### src/rtl/seq_ctrl.sv
// seq_ctrl: multi-cycle fetch/decode/execute sequencer issuing ALU opcodes,
// register-file selects/writeback and data-memory requests for a 9-bit ISA.
module seq_ctrl #(
  parameter int unsigned PC_W   = 8,
  parameter int unsigned INST_W = 9
) (
  input  logic              clk_i,
  input  logic              rst_i,
  input  logic              start_i,
  output logic              done_o,
  output logic [PC_W-1:0]   pc_o,
  output logic              imem_req_o,
  input  logic              imem_ack_i,
  input  logic [INST_W-1:0] inst_i,
  output logic [2:0]        rs_sel_o,
  output logic [2:0]        rt_sel_o,
  input  logic [7:0]        rs_val_i,
  output logic [3:0]        alu_op_o,
  output logic              cf_o,
  input  logic              alu_ov_i,
  input  logic              alu_z_i,
  output logic              rf_we_o,
  output logic              wb_sel_o,
  output logic              dmem_req_o,
  output logic              dmem_we_o,
  input  logic              dmem_ack_i
);

  localparam int unsigned OP_W  = 4;
  localparam int unsigned SEL_W = 3;

  localparam logic [OP_W-1:0] OP_CLR = 4'd0;
  localparam logic [OP_W-1:0] OP_ADD = 4'd1;
  localparam logic [OP_W-1:0] OP_SUB = 4'd2;
  localparam logic [OP_W-1:0] OP_AND = 4'd3;
  localparam logic [OP_W-1:0] OP_OR  = 4'd4;
  localparam logic [OP_W-1:0] OP_LD  = 4'd5;
  localparam logic [OP_W-1:0] OP_ST  = 4'd6;
  localparam logic [OP_W-1:0] OP_SL  = 4'd7;
  localparam logic [OP_W-1:0] OP_SR  = 4'd8;
  localparam logic [OP_W-1:0] OP_SET = 4'd9;
  localparam logic [OP_W-1:0] OP_BZ  = 4'd10;
  localparam logic [OP_W-1:0] OP_BNZ = 4'd11;
  localparam logic [OP_W-1:0] OP_INC = 4'd12;
  localparam logic [OP_W-1:0] OP_DEC = 4'd13;
  localparam logic [OP_W-1:0] OP_JMP = 4'd14;
  localparam logic [OP_W-1:0] OP_ADC = 4'd15;

  typedef enum logic [2:0] {
    S_IDLE   = 3'd0,
    S_FETCH  = 3'd1,
    S_DECODE = 3'd2,
    S_EXEC   = 3'd3,
    S_MEM    = 3'd4,
    S_DONE   = 3'd5
  } state_t;

  state_t              r_state;
  logic [PC_W-1:0]     r_pc;
  logic                r_cf;
  logic                r_done;
  logic                r_imem_req;
  logic                r_dmem_req;
  logic                r_dmem_we;
  logic [INST_W-1:0]   r_inst;
  logic [OP_W-1:0]     r_alu_op;
  logic [SEL_W-1:0]    r_rs_sel;
  logic [SEL_W-1:0]    r_rt_sel;

  logic                w_writes;
  logic                w_cf_upd;
  logic                w_is_ld;
  logic [PC_W-1:0]     w_pc_inc;
  logic [PC_W-1:0]     w_target;
  logic                w_jmp_self;
  logic                w_rf_we;
  logic                w_wb_sel;

  assign w_pc_inc   = r_pc + PC_W'(1);
  assign w_target   = PC_W'(rs_val_i);
  assign w_jmp_self = (w_target == r_pc);
  assign w_is_ld    = (r_alu_op == OP_LD);

  // Classify the decoded opcode: ALU writeback and carry-flag update
  always_comb begin
    w_writes = 1'b0;
    w_cf_upd = 1'b0;
    case (r_alu_op)
      OP_CLR, OP_AND, OP_OR, OP_SL, OP_SR, OP_SET: w_writes = 1'b1;
      OP_ADD, OP_SUB, OP_INC, OP_DEC, OP_ADC: begin
        w_writes = 1'b1;
        w_cf_upd = 1'b1;
      end
      default: begin
        w_writes = 1'b0;
        w_cf_upd = 1'b0;
      end
    endcase
  end

  // Writeback strobe: one cycle in EXEC for ALU ops, or the ack cycle of a load
  always_comb begin
    w_rf_we  = 1'b0;
    w_wb_sel = 1'b0;
    if (r_state == S_EXEC && w_writes) begin
      w_rf_we = 1'b1;
    end else if (r_state == S_MEM && w_is_ld && dmem_ack_i) begin
      w_rf_we  = 1'b1;
      w_wb_sel = 1'b1;
    end
  end

  // Sequencer FSM with registered request, flag and select outputs
  always_ff @(posedge clk_i or posedge rst_i) begin
    if (rst_i) begin
      r_state    <= S_IDLE;
      r_pc       <= '0;
      r_cf       <= 1'b0;
      r_done     <= 1'b0;
      r_imem_req <= 1'b0;
      r_dmem_req <= 1'b0;
      r_dmem_we  <= 1'b0;
      r_inst     <= '0;
      r_alu_op   <= '0;
      r_rs_sel   <= '0;
      r_rt_sel   <= '0;
    end else begin
      case (r_state)
        S_IDLE: begin
          if (start_i) begin
            r_pc       <= '0;
            r_cf       <= 1'b0;
            r_imem_req <= 1'b1;
            r_state    <= S_FETCH;
          end
        end

        S_FETCH: begin
          if (imem_ack_i) begin
            r_inst     <= inst_i;
            r_imem_req <= 1'b0;
            r_state    <= S_DECODE;
          end
        end

        S_DECODE: begin
          r_alu_op <= r_inst[8:5];
          r_rs_sel <= r_inst[4:2];
          r_rt_sel <= {1'b0, r_inst[1:0]};
          r_state  <= S_EXEC;
        end

        S_EXEC: begin
          case (r_alu_op)
            OP_LD, OP_ST: begin
              r_dmem_req <= 1'b1;
              r_dmem_we  <= (r_alu_op == OP_ST);
              r_state    <= S_MEM;
            end
            OP_BZ: begin
              r_pc       <= alu_z_i ? w_target : w_pc_inc;
              r_imem_req <= 1'b1;
              r_state    <= S_FETCH;
            end
            OP_BNZ: begin
              r_pc       <= alu_z_i ? w_pc_inc : w_target;
              r_imem_req <= 1'b1;
              r_state    <= S_FETCH;
            end
            OP_JMP: begin
              if (w_jmp_self) begin
                r_done  <= 1'b1;
                r_state <= S_DONE;
              end else begin
                r_pc       <= w_target;
                r_imem_req <= 1'b1;
                r_state    <= S_FETCH;
              end
            end
            default: begin
              if (w_cf_upd) begin
                r_cf <= alu_ov_i;
              end
              r_pc       <= w_pc_inc;
              r_imem_req <= 1'b1;
              r_state    <= S_FETCH;
            end
          endcase
        end

        S_MEM: begin
          if (dmem_ack_i) begin
            r_dmem_req <= 1'b0;
            r_dmem_we  <= 1'b0;
            r_pc       <= w_pc_inc;
            r_imem_req <= 1'b1;
            r_state    <= S_FETCH;
          end
        end

        S_DONE: begin
          if (start_i) begin
            r_pc       <= '0;
            r_cf       <= 1'b0;
            r_done     <= 1'b0;
            r_imem_req <= 1'b1;
            r_state    <= S_FETCH;
          end
        end

        default: begin
          r_state    <= S_IDLE;
          r_imem_req <= 1'b0;
          r_dmem_req <= 1'b0;
          r_dmem_we  <= 1'b0;
          r_done     <= 1'b0;
        end
      endcase
    end
  end

  assign done_o     = r_done;
  assign pc_o       = r_pc;
  assign imem_req_o = r_imem_req;
  assign rs_sel_o   = r_rs_sel;
  assign rt_sel_o   = r_rt_sel;
  assign alu_op_o   = r_alu_op;
  assign cf_o       = r_cf;
  assign rf_we_o    = w_rf_we;
  assign wb_sel_o   = w_wb_sel;
  assign dmem_req_o = r_dmem_req;
  assign dmem_we_o  = r_dmem_we;

endmodule

### config.mk
export PLATFORM = sky130hd
export DESIGN_NAME = seq_ctrl
export DESIGN_NICKNAME = d
export VERILOG_FILES = /design/src/rtl/seq_ctrl.sv
export SDC_FILE = /design/constraint.sdc
export NUM_CORES = 1
export LEC_CHECK = 0
export CAP_MARGIN = 40
export CELL_PAD_IN_SITES_DETAIL_PLACEMENT = 0
export CELL_PAD_IN_SITES_GLOBAL_PLACEMENT = 1
export CORE_ASPECT_RATIO = 0.5
export CORE_MARGIN = 5
export CORE_UTILIZATION = 34
export CTS_BUF_LIST = sky130_fd_sc_hd__clkbuf_4 sky130_fd_sc_hd__clkbuf_8 sky130_fd_sc_hd__clkbuf_16
export CTS_CLUSTER_DIAMETER = 100
export DETAILED_ROUTE_END_ITERATION = 8
export GPL_TIMING_DRIVEN = 0
export PLACE_DENSITY_LB_ADDON = 0.15
export SLEW_MARGIN = 30
export SYNTH_ARGS = -nofsm -noshare
export SYNTH_HDL_FRONTEND = slang
export SYNTH_SLANG_ARGS = --single-unit
export TNS_END_PERCENT = 30
### constraint.sdc
create_clock -name clk_i -period 2 [get_ports clk_i]
set_clock_uncertainty 0.05 [all_clocks]
set_input_delay 0.3 -clock clk_i [delete_from_list [all_inputs] [get_ports clk_i]]
set_output_delay 0.3 -clock clk_i [all_outputs]
set_load 0.05 [all_outputs]
# Word-level counts from Yosys, hierarchy flattened

Index checks and enable logic that the tools add are counted.
Widths: inputs -> output; s select.

Flip-flop bits (word level): 34
Input port bits: 24
Output and inout bits: 25
Word-level logic and storage cells: 104

Add/subtract/negate cells: 1
Equal/unequal tests: 32
Mux-type cells: 36
Bitwise logic cells: 3
Reduce and logical (&&, ||, !) cells: 21

Operator list:

| operator            | count |
|---|---|
| $mux 8              | 5 |
| $eq 4x4->1 const B  | 8 |
| $pmux 8 s4          | 1 |
| $pmux 8 s3          | 1 |
| $mux 1              | 17 |
| $eq 4x3->1 const B  | 4 |
| $pmux 3 s5          | 1 |
| $ne 2x2->1 const B  | 7 |
| $mux 3              | 4 |
| $reduce_or 11->1    | 1 |
| $reduce_or 5->1     | 2 |
| $pmux 1 s3          | 3 |
| $add 8x1->8 const B | 1 |
| $eq 4x2->1 const B  | 2 |
| $eq 8x8->1          | 1 |
| $reduce_and 4->1    | 2 |
| $reduce_or 4->1     | 2 |
| $eq 3x2->1 const B  | 2 |
| $eq 3x3->1 const B  | 2 |
| $ne 2x1->1 const B  | 3 |
| $pmux 3 s2          | 1 |
| $reduce_and 3->1    | 2 |
| $reduce_and 6->1    | 1 |
| $pmux 1 s5          | 1 |
| 13 further kinds    | 19 |

# Depth between registers and ports, before layout

Depth after elaboration: 6
Mapped depth: 8
Gate-level depth less buffers: 6

# Worst setup path after synthesis

No wires, ideal clock.

Path type: register -> output
Start point: register r_alu_op[3], in the netlist alu_op_o[3]
End point: output rf_we_o
Data arrival time: 1.986 ns
Data required time: 1.650 ns
Path slack: -0.336 ns
Stages on the path, launching flop included: 6
Buffers on the path: 1
Cells stage by stage: dfrtp_1 -> buf_2 -> nand2b_1 -> nor2_1 -> and4_1 -> or2_2

Cells in the longest elaborated chain, start to end: 5
Elaborated cells between the ends (all ways): 19

Ends and longest elaborated chain:

| item                                                                   | RTL line | RTL |
|---|---|---|
| from (decl)                                                            | 66       | `logic [OP_W-1:0] r_alu_op;` |
| from (signal assigned)                                                 | 147      | `r_alu_op <= r_inst[8:5];` |
| $eq 4x1->1, or another cell as far along                               | 88       | `case (r_alu_op)` |
| $reduce_or 11->1 (no source line) or $logic_and 1x1->1 (tied branches) | n/a      |  |
| $mux 1 or $logic_and 1x1->1 (tied branches)                            | 88, 107  |  |
| $logic_and 1x1->1 or $mux 1 (tied branches)                            | 105, 107 |  |
| $mux 1 (*)                                                             | 105      | `if (r_state == S_EXEC && w_writes) begin` |
| to (decl)                                                              | 22       | `output logic rf_we_o,` |

Mark *: on every way between the ends. The rest lies on a longest branch, timed or not.

# Worst setup path after layout

Start point: register r_state[2]
End point: output rf_we_o

Cells in the longest elaborated chain, start to end: 5
Elaborated cells between the ends (all ways): 7

Ends and longest elaborated chain:

| item                           | RTL line | RTL |
|---|---|---|
| from (decl)                    | 58       | `state_t r_state;` |
| from (signal assigned)         | 116      | `r_state <= S_IDLE;` |
| from (signal assigned)         | 134      | `r_state <= S_FETCH;` |
| from (signal assigned)         | 142      | `r_state <= S_DECODE;` |
| $eq 3x3->1                     | 107      | `end else if (r_state == S_MEM && w_is_ld && dmem_ack_i) begin` |
| $logic_and 1x1->1 (2 in a row) | 107      |  |
| $mux 1                         | 107      |  |
| $mux 1 (*)                     | 105      |  |

Marks and branches as above.

==> flow_summary.toml <==
[logic_synthesis]
mappedNetlistArea_um2 = 1960
synth_compound_area_share_pct = 15.8
synth-main-ff-cell = "sky130_fd_sc_hd__dfrtp_1"
synth_xor_xnor_area_share_pct = 3.57
synth_seq_cells = 34
muxShareOfSynthArea_pct = 13.6
number_of_warning_messages_in_the_yosys_log = 0
synthDistinctLibCells = 53
async_reset_ff_share_pct = 100
synthesis.nets = 220
synth.avg_cell_area_um2 = 10.1
post_synth_fa_ha_maj_area_fraction_pct = 0.637
netlist_instances = 195
post_synth_edffs = 0
dominant_combinational_cell_family_by_area_after_synthesis = "simple AND/OR/NAND/NOR gates"
yosysSeqAreaShare_pct = 43.3
synth_simple_gate_area_share_pct = 16.6

[sta]
worst_slew_pin_slew_ps = 527
max_slew_margin_pct = 64.8
final_worst_path_period_need_ps = 1940
setup_repair_after_global_routing_missed_its_margin = "true"
final_max_slew_viol_count = 0
final_critical_path_setup_slack_ps = 59.8
finalSetupViolations = 0
finalCritPeriodShare_pct = 97.0
setup_total_negative_slack_ps = 0
hold_fails_final_rpt = 0
fmax_mhz = 515

[floorplan]
pin_count = 49
placement_rows = 19
starting_density_of_the_core_pct = 35.4
die_x_um = 117
overall_die_height_um = 63.7
die-area_um2 = 7490
design.core.area_um2 = 5540

[route]
vias_per_cell = 5.20
drt-total-wl_um = 5250
vias = 1717
route.detailed.drc = 0
detailedRoute.firstPassIterationCount = 4
wl_per_cell_um = 15.9
drtIter0Drc = 86
drt.antenna.violating_nets = 0

[place]
place.detailed.instances = 315
detailed_place_hpwl_um = 3610
port_buffers = 47
gp_routability_congestion = 0.787
preCtsSetupSlack_ps = -491

[clock_tree]
clk_root_buffer_cell = "sky130_fd_sc_hd__clkbuf_16"
maximum_buffer_depth_of_the_clock_tree = 2
tritoncts_clock_tree = "built"
cts_bufs_inserted = 5
worstSkewPairLatency_ps = 280
clock-sinks = 34
worst_setup_hold_path_clk_slew_ps = 60
ctsHtreeMaxLevel = 2

[final_layout]
sequential_cell_area_in_the_final_layout_um2 = 863
diodes = 0
area_growth_syn_to_fin_pct = 48.4
final_cell_count_no_fill = 330
finish.net_count = 281
layout.cells.most_common_list = "sky130_fd_sc_hd__clkdlybuf4s50_1, sky130_fd_sc_hd__dfrtp_1, sky130_fd_sc_hd__mux2_2"
layout.cells.most_common = "sky130_fd_sc_hd__clkdlybuf4s50_1"
drive_gt1_share_pct = 31.5
multiInputGateArea_um2 = 1100
layout.filler_cells = 544

[grt]
grt_remaining_overflow = 0
grt_max_degree = 35
grt_pass1_vias = 1720
grt_pass1_wl_um = 8510
globalRouteTotalUtil_pct = 14.0
number_of_antenna_violations_at_the_first_check_in_global_routing = 0

[power_and_ir_drop]
power.static_leakage_nw = 1.22
power.internal_mw = 2.99
p_per_area_nw_per_um2 = 1820
power.share.sequential_pct = 24.6
p_comb_share_pct = 55.8
sw_frac_of_total_pct = 43.5
peakVddDrop_uv = 877
totalPowerFinal_mw = 5.30
net-switching-power_mw = 2.31
share_clk_of_total_power_pct = 19.5

[critical_path]
timing.critical_path.required_ps = 1650
timing_worst_setup_path_type = "reg2out"
critPathArrivalTime_ps = 1590
crit_path_start_kind = "register"
worst_setup_slack_for_register_to_register_paths_ps = 90
critical-path-max-stage-delay_ps = 450
r2r-start = "alu_op_o[0]$_DFFE_PP0N_"
endpoint_kind_of_the_worst_setup_timing_path = "output pin"
cp_cell_sequence = "buf_2, and4_2, or2_2, buf_6"
slowest_stage = "sky130_fd_sc_hd__dfrtp_2"
cp_num_buf_inv = 2
critical_path.top_delay_family = "simple AND/OR/NAND/NOR gates"
worst-path-max-fanout = 10
timing.critical_path.from = "r_state[2]$_DFFE_PP0P_"

[status]
outcome = "finished, final reports clean"

[run]
timing.max_cap.violations = 0

[min_path]
min_path_type = "in2async"
## flip-flops by register name, indices dropped and copies added (netlist names)
| signal | flops |
|---|---|
| r_inst | 9 |
| r_state | 3 |
| rt_sel_o | 2 |
| cf_o | 1 |
| dmem_req_o | 1 |
| alu_op_o | 4 |
| imem_req_o | 1 |
| done_o | 1 |
| pc_o | 8 |
| rs_sel_o | 3 |
| dmem_we_o | 1 |
## power by group through the flow
stage | clock network (mW) | registers [mW] | logic [mW]
after global routing | 1.09 | 1.36 | 3.15
after global placement | 0 | 1.27 | 2.68
after detailed placement | 0 | 1.28 | 2.70
after CTS | 1.07 | 1.32 | 2.79
final | 1.03 | 1.30 | 2.96
after floorplan | 0 | 1.89 | 1.30
## Yosys cell counts (all sizes together), types with 2 or more instances
library cell,instances,share of area [%]
a211oi,6,2.3
a21oi,5,1.5
a22oi,4,1.5
a31oi,2,0.64
a32oi,2,0.89
and3,3,1.0
and4,2,1.0
buf,9,3.3
clkbuf,2,0.38
dfrtp,34,43
inv,13,2.5
mux2,19,11
mux2i,5,2.5
nand2,11,2.2
nand2b,4,1.3
nand3,8,2.0
nor2,14,2.8
nor2b,2,0.64
nor3,3,0.76
nor4,2,0.96
o21ai,9,2.5
o21bai,2,0.76
o22ai,5,1.6
o31ai,2,0.76
or2,2,0.64
or3,2,0.64
xor2,8,3.6
## cells by family after synthesis
| family | count (synthesis) |
|---|---|
| other | 1 |
| multiplexers | 24 |
| flip-flops | 34 |
| buffers and inverters | 24 |
| adder cells (fa/ha/maj) | 1 |
| AND/OR/NAND/NOR | 59 |
| XOR/XNOR | 8 |
| AO/OA/AOI/OAI | 44 |
## area by class of cell
class                   count  area share, %
plain buffers               8           2.28
repair buffers             57           19.0
flip-flops and latches     34           29.6
inverters                  13           1.68
clock inverters             3           2.36
well taps                  73           3.14
multi-input cells         137           37.6
clock buffers               5           4.30
## metal layers
metal | track usage (%) | vias up | part of all wire [%]
met1 | 17.9 | 844 | 47
met2 | 21.9 | 39 | 45
met4 | 4.29 | 0 | 0.95
met5 | 0 | - | 0
met3 | 5.73 | 5 | 6.9
li1 | - | 829 | -
## what timing repair did
action,in CTS,in global routing
buffers inserted,5,4
setup endpoints to repair,8,10
resized for setup,22,17
pin swaps,1,2
hold buffers,0,0
## worst paths after layout
check	to	depth (start not counted)
max	rf_we_o	4
min in group clk_i	alu_op_o[3]$_DFFE_PP0N_	2
max reg2reg	pc_o[2]$_DFFE_PP0P_	7
min reg2reg	alu_op_o[3]$_DFFE_PP0N_	2
min	rs_sel_o[0]$_DFFE_PP0N_	2
max in group asynchronous	pc_o[6]$_DFFE_PP0P_	3
## stage by stage
| step | util (%) | hold slack [ps] | cell area [µm²] |
|---|---|---|---|
| floorplan | - | 391 | 1980 |
| global placement | 46.0 | 416 | 2550 |
| detailed placement | 46.0 | 418 | 2550 |
| CTS | 50.4 | 431 | 2790 |
| global route | 52.6 | 212 | 2910 |
| finish | 52.6 | 192 | 2910 |
Power figures use the tool's default switching activity.
